## src/rtl/udp_seq.sv

```systemverilog
// udp_seq: sequences P_NSTEP start/end handshake steps in order, with a
// per-step end-wait timeout, abort, one-shot/continuous modes and a repeat
// interval between cycles.
//
// Ports:
//   clk, nrst     system clock, asynchronous active-low reset
//   i_enable      sequencer enable (sampled only in IDLE and DONE)
//   i_mode        0 = continuous (repeat after P_WAIT), 1 = one-shot
//   i_ready       downstream ready; starts a cycle from IDLE
//   i_abort       synchronous abort, highest priority in any state
//   i_end         per-step end indications
//   o_start       one-cycle start pulse per step
//   o_busy        high when not in IDLE or DONE
//   o_step        current step index
//   o_timeout     one-cycle pulse on step timeout
//   o_err_step    step index of the last timeout (sticky)
//   o_cycle_cnt   completed full cycles, wrapping
module udp_seq #(
  parameter int                 P_NSTEP     = 3,
  parameter int                 P_CNTW      = 28,
  parameter int                 P_WAIT      = 125000000,
  parameter int                 P_TIMEOUT   = 12500000,
  parameter logic [P_NSTEP-1:0] P_SYNC_MASK = 3'b100
) (
  input  logic               clk,
  input  logic               nrst,
  input  logic               i_enable,
  input  logic               i_mode,
  input  logic               i_ready,
  input  logic               i_abort,
  input  logic [P_NSTEP-1:0] i_end,
  output logic [P_NSTEP-1:0] o_start,
  output logic               o_busy,
  output logic [3:0]         o_step,
  output logic               o_timeout,
  output logic [3:0]         o_err_step,
  output logic [15:0]        o_cycle_cnt
);

  typedef enum logic [2:0] {
    S_IDLE,
    S_START,
    S_WAITEND,
    S_ERR,
    S_WAIT,
    S_DONE
  } state_t;

  localparam logic [3:0]        LAST_STEP = 4'(P_NSTEP - 1);
  localparam bit                TO_EN     = (P_TIMEOUT != 0);
  localparam logic [P_CNTW-1:0] TO_LAST   = P_CNTW'(P_TIMEOUT - 1);
  localparam logic [P_CNTW-1:0] WAIT_LAST = P_CNTW'(P_WAIT - 1);

  state_t              state, state_n;
  logic [3:0]          step, step_n;
  logic [P_CNTW-1:0]   tcnt, tcnt_n;
  logic [P_CNTW-1:0]   wcnt, wcnt_n;
  logic [15:0]         cyc_n;
  logic [3:0]          err_n;
  logic [P_NSTEP-1:0]  start_n;
  logic                to_n;

  logic [P_NSTEP-1:0]  s0, s1, s2, e_reg;
  logic [P_NSTEP-1:0]  e;
  logic [15:0]         e_ext;

  // End synchroniser: every bit is registered, the mask picks which form is used.
  always_ff @(posedge clk or negedge nrst) begin
    if (!nrst) begin
      s0    <= '0;
      s1    <= '0;
      s2    <= '0;
      e_reg <= '0;
    end else begin
      s0    <= i_end;
      s1    <= s0;
      s2    <= s1;
      e_reg <= s1 & ~s2;
    end
  end

  assign e      = (e_reg & P_SYNC_MASK) | (i_end & ~P_SYNC_MASK);
  // Widened so the 4-bit step index never reaches past the vector.
  assign e_ext  = 16'(e);
  assign o_step = step;
  assign o_busy = (state != S_IDLE) && (state != S_DONE);

  always_ff @(posedge clk or negedge nrst) begin
    if (!nrst) begin
      state       <= S_IDLE;
      step        <= '0;
      tcnt        <= '0;
      wcnt        <= '0;
      o_start     <= '0;
      o_timeout   <= 1'b0;
      o_err_step  <= '0;
      o_cycle_cnt <= '0;
    end else begin
      state       <= state_n;
      step        <= step_n;
      tcnt        <= tcnt_n;
      wcnt        <= wcnt_n;
      o_start     <= start_n;
      o_timeout   <= to_n;
      o_err_step  <= err_n;
      o_cycle_cnt <= cyc_n;
    end
  end

  always_comb begin
    state_n = state;
    step_n  = step;
    tcnt_n  = tcnt;
    wcnt_n  = '0;
    cyc_n   = o_cycle_cnt;
    err_n   = o_err_step;
    start_n = '0;
    to_n    = 1'b0;

    case (state)
      S_IDLE: begin
        step_n = '0;
        tcnt_n = '0;
        if (i_enable && i_ready) state_n = S_START;
      end
      S_START: begin
        tcnt_n  = '0;
        state_n = S_WAITEND;
        for (int unsigned k = 0; k < P_NSTEP; k++) start_n[k] = (step == 4'(k));
      end
      S_WAITEND: begin
        if (e_ext[step]) begin
          tcnt_n = '0;
          if (step == LAST_STEP) begin
            cyc_n   = o_cycle_cnt + 16'd1;
            state_n = i_mode ? S_DONE : S_WAIT;
          end else begin
            step_n  = step + 4'd1;
            state_n = S_START;
          end
        end else if (TO_EN) begin
          // Counter stops at TO_LAST because the state leaves; no wrap.
          tcnt_n = tcnt + 1'b1;
          if (tcnt == TO_LAST) state_n = S_ERR;
        end
      end
      S_ERR: begin
        to_n    = 1'b1;
        err_n   = step;
        tcnt_n  = '0;
        state_n = S_WAIT;
      end
      S_WAIT: begin
        if (wcnt == WAIT_LAST) begin
          state_n = S_IDLE;
          step_n  = '0;
        end else begin
          wcnt_n = wcnt + 1'b1;
        end
      end
      S_DONE: begin
        if (!i_enable) state_n = S_IDLE;
      end
      default: state_n = S_IDLE;
    endcase

    if (i_abort) begin
      state_n = S_IDLE;
      step_n  = '0;
      tcnt_n  = '0;
      wcnt_n  = '0;
      start_n = '0;
      to_n    = 1'b0;
      err_n   = o_err_step;
      cyc_n   = o_cycle_cnt;
    end
  end

endmodule

```

## config.mk

```make
export PLATFORM = sky130hd
export DESIGN_NAME = udp_seq
export DESIGN_NICKNAME = d
export VERILOG_FILES = /design/src/rtl/udp_seq.sv
export SDC_FILE = /design/constraint.sdc
export NUM_CORES = 1
export LEC_CHECK = 0
export CAP_MARGIN = 20
export CORE_ASPECT_RATIO = 0.8
export CORE_MARGIN = 4
export CORE_UTILIZATION = 54
export DETAILED_ROUTE_END_ITERATION = 8
export MAX_ROUTING_LAYER = met4
export PLACE_DENSITY_LB_ADDON = 0.12
export SKIP_LAST_GASP = 1
export SLEW_MARGIN = 15
export SYNTH_ARGS = -nofsm -noshare
export SYNTH_HDL_FRONTEND = slang
export SYNTH_SLANG_ARGS = --single-unit
```

## constraint.sdc

```tcl
create_clock -name clk -period 3.3 [get_ports clk]
set_input_delay 0.99 -clock clk [delete_from_list [all_inputs] [get_ports clk]]
set_output_delay 0.99 -clock clk [all_outputs]
set_load 0.01 [all_outputs]
```

* Yosys cells after proc, flatten, opt, wreduce, memory -nomap -nowiden
Index checks and enable logic that the tools add are counted.
** Storage, ports and cells
- Register bits :: 99
- Bits of input ports :: 9
- Output and inout port bits :: 29
- Logic and storage cells :: 75
** Operators by class
- Add/sub/neg operators :: 4
- $lt $le $gt $ge :: 1
- Eq/ne operators :: 16
- Muxes and demuxes :: 26
- Bitwise logic cells :: 4
- Reductions and logical operators :: 12
** Operator list (count)
- $mux 28 :: 5
- $add 28x1->28 const B :: 2
- $pmux 28 s2 :: 1
- $eq 28x24->1 const B :: 1
- $eq 28x27->1 const B :: 1
- $mux 3 :: 9
- $ne 3x3->1 const B :: 6
- $pmux 3 s6 :: 1
- $add 16x1->16 const B :: 1
- $mux 4 :: 4
- $pmux 4 s3 :: 1
- $reduce_and 4->1 :: 3
- $eq 3x2->1 const B :: 2
- $eq 3x3->1 const B :: 2
- $reduce_bool 3->1 :: 2
- $lt 4x5->1 const B :: 1
- $add 4x1->4 const B :: 1
- $bmux 1 s4 :: 1
- $eq 4x1->1 const B :: 1
- $eq 4x2->1 const B :: 1
- $logic_not 4->1 :: 1
- $mux 1 :: 4
- $ne 4x4->1 const B :: 1
- $reduce_bool 4->1 :: 1
- 9 further kinds :: 10

* Logic depth before layout (Yosys ltp)
- Depth after elaboration :: 6
- Mapped depth :: 8
- Gate-level depth less buffers :: 6

* Worst setup path after synthesis
No wires, ideal clock.
- Path type :: input port to flip-flop
- From :: in i_end[0]
- To :: reg tcnt[11]
- Library setup time :: 0.072 ns
- Arrival time :: 2.174 ns
- Data required time :: 3.228 ns
- Slack :: 1.054 ns
- Cell stages on the path :: 8
- Path buffers :: 3
- Cells stage by stage :: mux2i_1 o32a_1 buf_6 a21oi_1 or2_2 buf_2 buf_4 nor2_1
** On the way
- Word-level cells in the longest chain between the ends :: 6
** Ends and longest elaborated chain
- start, declared :: RTL line 31 : input logic [P_NSTEP-1:0] i_end,
- $or 3x2->3 :: RTL line 82 : assign e = (e_reg & P_SYNC_MASK) | (i_end & ~P_SYNC_MASK);
- $bmux 1 s4 :: RTL line 132 : if (e_ext[step]) begin
- $mux 1 (not written as such) :: RTL line 132
- $mux 28 :: RTL line 132
- $pmux 28 s2 :: RTL line 120 : case (state)
- $mux 28 :: RTL line 167 : if (i_abort) begin
- end signal, assigned :: RTL line 101 : tcnt <= tcnt_n;
- end, declared :: RTL line 56 : logic [P_CNTW-1:0] tcnt, tcnt_n;
Every way passes these cells. The select of a mux whose other input is x is not followed.
A chain may end at the register's enable or synchronous reset.

* Final worst setup path
- From :: reg state[2]
- To :: out o_busy
** On the way
- Word-level cells in the longest chain between the ends :: 2
- Elaborated cells between the ends (all ways) :: 3
- Classes of those cells :: eq/ne: 1; reduce/logical: 2
** Ends and longest elaborated chain
- start, declared :: RTL line 54 : state_t state, state_n;
- start signal, assigned :: RTL line 99 : state <= state_n;
- $ne 3x3->1 or $reduce_bool 3->1 (tied branches) :: RTL line 86 : assign o_busy = (state != S_IDLE) && (state != S_DONE);
- $logic_and 1x1->1 (*) :: RTL line 86
- end, declared :: RTL line 33 : output logic o_busy,
Mark *: on every way between the ends. The rest lies on a longest branch, timed or not.

==> flow_summary.json <==
{
  "io_pins": 38,
  "max_clock_freq_mhz": 382,
  "synth_edf_count": 0,
  "clock_skew_ns": 0.00839,
  "cts.path.max_buffers": 2,
  "leakage_nw": 2.13,
  "comb_power_share_pct": 3.5,
  "top_usage_layer": "met2",
  "htree_num_levels": 3,
  "syn-num-nets": 451,
  "dpl.hpwl_um": 6490,
  "drive_above_1_share_pct": 7.48,
  "clkPwrFrac_pct": 41.0,
  "maxCapViolCount": 0,
  "post-route-min-period_ns": 2.62,
  "start_util_pct": 56.0,
  "cts_setup_buffers": 0,
  "routed_wl_um": 9040,
  "globalRouteMet1Util_pct": 28.4,
  "cts.hold.buffers_added": 0,
  "max-slew-margin-rel_pct": 44.7,
  "final.period_utilization_pct": 79.4,
  "setup.worst_path.start_class": "flop",
  "yosysWarnings": 0,
  "syn-instance-count": 435,
  "die_w_um": 110,
  "hold_viol": 0,
  "reg.largest.list": "tcnt (28), wcnt (28), o_cycle_cnt (16)",
  "antenna_found_initial": 0,
  "end_kind": "primary output",
  "drtIter0Drc": 132,
  "cts-buffers-inserted": 9,
  "track_usage_pct": 21.7,
  "met3_usage_pct": 4.48,
  "die_y_um": 89.3,
  "cts_tree": "done",
  "use_met2_pct": 33.8,
  "cts.clk_slew.worst_paths_ns": 0.09,
  "status": "finished, final reports clean",
  "cp_max_fo": 9,
  "finish.utilization_pct": 64.8,
  "worstMarginPinSlew_ns": 0.821,
  "synthesis.area_mm2": 0.00447,
  "dr_total_vias": 3298,
  "rsz0062_at_grt": "false",
  "power_frac_seq_pct": 55.5,
  "root_buffer": "clkbuf_8",
  "hold_class": "flop to flop",
  "power_density_mw_per_mm2": 392,
  "setup_violations": 0,
  "ys.flop_type": "dfrtp_1",
  "maxSlewViolCount": 0,
  "crit_arrival_ns": 1.63,
  "fin_nets": 492,
  "worst-endpoint-required_ns": 2.31,
  "peakVddDrop_uv": 255,
  "drcViolationCount": 0,
  "ant_nets": 0,
  "cts.repair.resized": 0,
  "yosysTopAreaCell": "dfrtp_1",
  "power_switching_uw": 434,
  "first_pass_iters": 4,
  "ys_seq_area_share_pct": 51.0,
  "synth_top_cell_area_share_pct": 51.0,
  "ff2ff_setup_slack_ns": 1.08,
  "gp_congestion": 0.870,
  "wl_per_cell_um": 15.3,
  "fill_cells": 670,
  "critical_path_class": "flop to primary output",
  "avgSynthCellArea_um2": 10.3,
  "synth_cell_types": 44,
  "grt_overflow": 0,
  "synth.most_common_cell": "dfrtp_1",
  "grt_max_degree": 48,
  "area_delta_synth_final_pct": 15.9,
  "ys_async_sr_fraction_pct": 100,
  "dieArea_mm2": 0.00980,
  "clock_sinks": 91,
  "ys_ff_latch": 91,
  "synth_area_leaders": "dfrtp_1, xor2_1, nor2_1, xnor2_1, nand4_1",
  "synth_commonest_cells": "dfrtp_1, nor2_1, xor2_1",
  "grt_pass1_wl_um": 15800,
  "rows": 29,
  "setup_tns_ns": 0,
  "fp.coreArea_mm2": 0.00798,
  "grt_pass1_vias": 3244,
  "via_per_inst": 5.60,
  "clk_latency_ns": 0.36,
  "io_buffers": 37,
  "internal_power_mw": 1.59,
  "antennaDiodeCount": 0,
  "p_sw_share_pct": 21.4
}
## cells in the final DEF, fill, tap and decap left out, types with 4 or more instances in the layout
cell type,instances
mux2_2,5
clkdlybuf4s50_1,36
ha_1,7
dfrtp_1,91
nor2_1,65
and2_1,8
nand2_1,33
xor2_1,40
and3_1,14
buf_4,5
clkbuf_8,10
nor3_1,11
o21ai_0,4
inv_1,6
nand4_1,27
a21oi_1,6
nand2b_1,5
nor4_4,4
xnor2_1,26
nand3_1,25
nor4_1,13
## power by group through the flow
stage	logic [mW]	clock network (mW)	registers (mW)
floorplan	0.0303	0	1.15
detailed placement	0.0725	0	1.15
finish	0.0703	0.831	1.13
CTS	0.0728	0.857	1.13
global placement	0.0718	0	1.15
global route	0.0807	0.911	1.13
## worst paths after layout
path,cells past startpoint,startpoint,to
worst max register to register,5,o_step[1],tcnt[8]
worst min-delay path,0,s0[2],s1[2]
worst max-delay path,3,state[2],o_busy
worst min register to register,0,s0[2],s1[2]
max in group asynchronous,2,nrst,wcnt[23]
min in group asynchronous,1,nrst,o_cycle_cnt[9]
## critical path, cell delays in order (launching register included)
cell             delay [ns]
dfrtp_1                0.49
xnor2_1                0.17
nand2b_1               0.07
clkdlybuf4s50_1        0.53
## per-stage QoR
| step | cell area, um^2 | cells | power (mW) | worst slack (ns) | hold WS, ns |
|---|---|---|---|---|---|
| floorplan | 4470 | 435 | 1.18 | 1.05 | 0.331 |
| global placement | 4960 | 573 | 1.22 | 0.339 | 0.353 |
| detailed placement | 4960 | 573 | 1.22 | 0.346 | 0.339 |
| CTS | 5170 | 589 | 2.06 | 0.659 | 0.358 |
| global route | 5170 | 589 | 2.12 | 0.559 | 0.388 |
| finish | 5170 | 589 | 2.03 | 0.679 | 0.357 |
## routing by layer
layer | part of all wire, % | up-vias
li1 | - | 1596
met1 | 48 | 1623
met2 | 47 | 60
met3 | 3.5 | 19
met4 | 2.0 | 0
met5 | 0 | -
## area by class of cell
type	instances	area, um^2	area share, %
clock buffers	12	145	2.80
clock inverters	4	73.8	1.43
inverters	6	22.5	0.435
multi-input cells	326	2100	40.6
flip-flops and latches	91	2280	44.0
well taps	108	135	2.61
repair buffers	42	418	8.08
## logic make-up (layout without fill, tap and decap cells)
family	Yosys count	in the layout	share of synthesized area, %
compound gates	24	24	3.78
mux	6	6	1.48
fa+ha+maj	7	7	1.96
simple gates	223	223	26.8
buf+inv	18	64	2.02
flops	91	91	51.0
xor+xnor	66	66	12.9
(Power assumes the default switching activity.)
